**src/rtl/rarp_tx_ser.sv**
```systemverilog
// RARP packet serializer: captures the header fields on start and streams the
// big-endian packet as DATA_W-bit words under a valid/ready handshake.
module rarp_tx_ser #(
  parameter int DATA_W = 32,
  parameter bit PAD_EN = 1'b0
) (
  input  logic              clk,
  input  logic              rst,
  input  logic              start,
  input  logic [15:0]       hdr_type,
  input  logic [15:0]       proto_type,
  input  logic [7:0]        hdr_addr_length,
  input  logic [7:0]        pro_addr_length,
  input  logic [15:0]       operation,
  input  logic [47:0]       send_hdr_addr,
  input  logic [31:0]       send_ip_addr,
  input  logic [47:0]       target_hdr_addr,
  input  logic [31:0]       target_ip_addr,
  output logic [DATA_W-1:0] tx_data,
  output logic              tx_valid,
  input  logic              tx_ready,
  output logic              tx_last,
  output logic              input_hold,
  output logic [15:0]       pkt_count
);

  localparam int HDR_BITS  = 224;
  localparam int PKT_BYTES = PAD_EN ? 48 : 28;
  localparam int PKT_BITS  = PKT_BYTES * 8;
  localparam int NW        = PKT_BITS / DATA_W;
  localparam int IDX_W     = $clog2(NW);

  generate
    if (DATA_W != 8 && DATA_W != 16 && DATA_W != 32) begin : g_bad_width
      $error("rarp_tx_ser: DATA_W must be 8, 16 or 32");
    end
  endgenerate

  // Field order of the packed struct is the on-wire big-endian byte order.
  typedef struct packed {
    logic [15:0] hdr_type;
    logic [15:0] proto_type;
    logic [7:0]  hlen;
    logic [7:0]  plen;
    logic [15:0] operation;
    logic [47:0] sha;
    logic [31:0] spa;
    logic [47:0] tha;
    logic [31:0] tpa;
  } rarp_hdr_t;

  typedef enum logic {IDLE = 1'b0, SEND = 1'b1} state_t;

  state_t              state, state_nxt;
  rarp_hdr_t           shadow;
  logic [IDX_W-1:0]    idx;
  logic [PKT_BITS-1:0] pkt_vec;
  logic [PKT_BITS-1:0] pkt_shift;
  logic [DATA_W-1:0]   cur_word;
  logic                at_last;

  generate
    if (PAD_EN) begin : g_pad
      assign pkt_vec = {shadow, {(PKT_BITS-HDR_BITS){1'b0}}};
    end else begin : g_nopad
      assign pkt_vec = shadow;
    end
  endgenerate

  // Current word is always the top slice once earlier words are shifted out.
  assign pkt_shift = pkt_vec << (idx * DATA_W);
  assign cur_word  = pkt_shift[PKT_BITS-1 -: DATA_W];
  assign at_last   = (idx == IDX_W'(NW-1));

  always_ff @(posedge clk) begin
    if (rst) state <= IDLE;
    else     state <= state_nxt;
  end

  always_comb begin
    state_nxt = state;
    case (state)
      IDLE: if (start)               state_nxt = SEND;
      SEND: if (tx_ready && at_last) state_nxt = IDLE;
      default:                       state_nxt = IDLE;
    endcase
  end

  always_comb begin
    tx_valid   = 1'b0;
    input_hold = 1'b0;
    tx_last    = 1'b0;
    tx_data    = '0;
    if (state == SEND) begin
      tx_valid   = 1'b1;
      input_hold = 1'b1;
      tx_last    = at_last;
      tx_data    = cur_word;
    end
  end

  always_ff @(posedge clk) begin
    if (rst) begin
      idx       <= '0;
      shadow    <= '0;
      pkt_count <= '0;
    end else if (state == IDLE) begin
      idx <= '0;
      if (start)
        shadow <= '{hdr_type, proto_type, hdr_addr_length, pro_addr_length,
                    operation, send_hdr_addr, send_ip_addr, target_hdr_addr,
                    target_ip_addr};
    end else if (tx_ready) begin
      if (at_last) pkt_count <= pkt_count + 16'd1;
      else         idx       <= idx + 1'b1;
    end
  end

endmodule

```
**config.mk**
```make
export PLATFORM = sky130hd
export DESIGN_NAME = rarp_tx_ser
export DESIGN_NICKNAME = d
export VERILOG_FILES = /design/src/rtl/rarp_tx_ser.sv
export SDC_FILE = /design/constraint.sdc
export NUM_CORES = 1
export LEC_CHECK = 0
export ABC_CLOCK_PERIOD_IN_PS = 3700
export BUFFER_PORTS_ARGS = -buffer_cell sky130_fd_sc_hd__buf_2
export CORE_MARGIN = 5
export CORE_UTILIZATION = 34
export CTS_CLUSTER_SIZE = 20
export DETAILED_ROUTE_END_ITERATION = 8
export HOLD_SLACK_MARGIN = 0.02
export SLEW_MARGIN = 20
export SYNTH_ARGS = -nofsm -noshare
export SYNTH_HDL_FRONTEND = slang
export SYNTH_SLANG_ARGS = --single-unit
export TNS_END_PERCENT = 30
```
**constraint.sdc**
```tcl
create_clock -name clk -period 3.7 [get_ports clk]
set_input_delay 0.185 -clock clk [delete_from_list [all_inputs] [get_ports clk]]
set_output_delay 0.185 -clock clk [all_outputs]
set_load 0.05 [all_outputs]
```
==> qor.txt <==
outcome - finished clean
TritonCTS Buffers - 27
hold path depth - 4
Layout Cells excl Fill - 2,118
CP Launch Type - flop
Worst-Skew Late Latency - 0.52 ns
CP startpoint - idx[0]$_SDFFE_PP0P_
Initial Util - 0.347
Hold EP - idx[1]$_SDFFE_PP0P_
period utilisation layout - 0.788
die area - 0.0340 mm^2
Root Buffer - clkbuf_16
Vias/cell - 5.01
most instantiated cells after synthesis - nand2_1 (489), dfxtp_1 (244), a21oi_1 (231)
final setup fails - 0
share of flip-flops with an asynchronous set or reset - 0
RSZ-0062 raised after global routing - false
Rel. slew slack - 0.285
CTS tree - done
layout cells sized above 1 - 0.218
fin area - 0.0151 mm^2
GRT Residual Overflow - 0
synthesis-to-finish area growth - 45.9%
M1 GR Usage - 0.285
Final min period - 2.91 ns
TNS Setup - 0 ns
data required time at the worst endpoint - 3.51 ns
Final Hold Fails - 0
Die X - 184 um
Reg2Reg Launch Point - idx[0]$_SDFFE_PP0P_
GRT met2 Usage - 0.325
WS Path Type - flop to output pin
Post-CTS Setup Bufs - 0
Netlist cell types - 34
flops & latches, synth - 244
worst hold start - tx_ready
Placeable Area - 0.0299 mm^2
Synth top area share - 0.472
worst hold-check path type - input pin to flop
GRT Total Usage - 0.207
Clock Tree Buf Depth - 3
dpl cell area - 0.0120 mm^2
worst path arrival time - 2.73 ns
CP Capture Type - output pin
Slew @ Worst Pin - 1.07 ns
Max FO, Critical Path - 17
Routed wire per std cell - 17.4 um
Mapped Avg Cell Area - 8.15 um^2
routability cong. - 0.854
Static Leak - 6.39 nW
Row Count - 63
# nets final - 1,937
Fin Clk Skew - 0.00894 ns
crit-path cells - nor2b_2, buf_4, nand2_1, o211ai_1, o211a_1, buf_2
vias in the first global route - 10,423
Max stage delay on crit path - 0.62 ns
EDFF count, synth - 0
I/O pins - 279
drt initial violations - 634
# port buffers - 278
CTS sink cnt - 244
FMAX - 343 MHz
R2R setup slack - 1.29 ns
r2r endpoint - pkt_count[15]$_SDFFE_PP0P_
Die H - 184 um
mapped cell area - 0.0104 mm^2
PD cells - 418 mW/mm^2
Overall Power - 0.00631 W
WL final - 36,800 um
initial antenna violation count - 5
total number of vias - 10,609
first-pass GRT wire length - 56,800 um
Syn Nets - 1,501
Maximum Capacitance Violations - 0
Util after Layout - 0.506
DRC Markers - 0
Synthesis Warnings - 0
largest net degree at the start of global routing - 194
Post-DP HPWL - 23,400 um
max-slew violation count - 0
area leader, netlist - dfxtp_1
sequential area share after synthesis - 0.472
Main synth FF type - dfxtp_1
Cells after DPL - 1,842
top-count cell post-synth - nand2_1
synth top area cells - dfxtp_1 (47%), nand2_1 (18%), a21oi_1 (11%)
Syn Inst Count - 1,270
clk slew on worst S/H paths - 0.06 ns
Crit-path slowest cell - nor2b_2
Max VDD drop - 0.351 mV
Antenna Nets Post-Route - 0
met3 global-route usage - 0.0341
drt first pass iters - 7
FF-to-FF path depth - 7
H-tree depth - 1
PostCTS Resize Cnt - 0
layer with the highest usage - met2
## how the worst max path moves through the flow
stage                                             to  slack [ns]  cells after the start
after floorplan           pkt_count[15]$_SDFFE_PP0P_        1.42                      9
after global placement                   tx_data[20]        1.32                      6
after detailed placement                 tx_data[20]        1.29                      6
after CTS                                tx_data[20]        0.73                      6
after global routing                     tx_data[20]        0.58                      6
final                                    tx_data[20]        0.79                      6
## worst max-delay path, delay by kind of cell, from the launching register on
kind,cells,cell delay (ns)
AO/OA/AOI/OAI,2,0.41
buffers and inverters,2,0.62
AND/OR/NAND/NOR,2,0.70
flip-flops,1,0.47
## report_power, final
| part | switching, W | leakage, nW | total, W | internal [W] |
|---|---|---|---|---|
| Sequential | 0.0000761 | 2.00 | 0.00284 | 0.00277 |
| Clock | 0.00107 | 0.424 | 0.00261 | 0.00154 |
| Combinational | 0.000446 | 3.96 | 0.000859 | 0.000412 |
## final cells by class
cell class,count,area (um^2)
fillers,2764,14800
well taps,390,488
repair buffers,517,3790
clock buffers,40,795
flip-flops and latches,244,4890
multi-input cells,913,5050
diodes,4,10.0
inverters,3,11.3
clock inverters,7,62.6
## through the flow
step	hold slack [ns]	setup slack (ns)
2_1_floorplan	0.321	1.42
3_3_place_gp	0.429	1.32
3_5_place_dp	0.432	1.29
4_1_cts	0.142	0.726
5_1_grt	0.214	0.578
6_report	0.168	0.786
## cell families after synthesis
logic type,share of synthesized area
and+or+nand+nor,0.201
AOI/OAI and AO/OA,0.172
DFF,0.472
buffers and inverters,0.0422
muxes,0.101
xor gates and xnor gates,0.00931
adders and majority gates,0.00363
## state kept, by name (all words and copies together) (netlist names)
signal	count
pkt_vec	224
pkt_count	16
idx	3
state	1
## routing by layer
layer	routed length [um]	vias to the layer above	part of all wire
li1	-	5163	-
met1	16600	4974	0.45
met2	16500	379	0.45
met3	2180	91	0.059
met4	1510	2	0.041
met5	13	-	0.00035
## cells in the final DEF (no fill, tap or decap), types with 5 or more instances in the layout
master / count
a21oi_1: 231
buf_2: 277
buf_4: 11
clkbuf_1: 6
clkbuf_16: 27
clkbuf_8: 8
clkinv_2: 5
dfxtp_1: 241
dlygate4sd3_1: 225
mux2i_1: 32
mux4_2: 32
nand2_1: 489
nor2_1: 14
o211a_1: 32
o211ai_1: 32
xnor2_1: 7
## repair_timing
action / 4_1_cts / 5_1_grt
endpoints found under the setup margin: 0 / 0
hold endpoints to repair: 225 / 0
hold buffers: 225 / 0
Power figures use the tool's default switching activity.
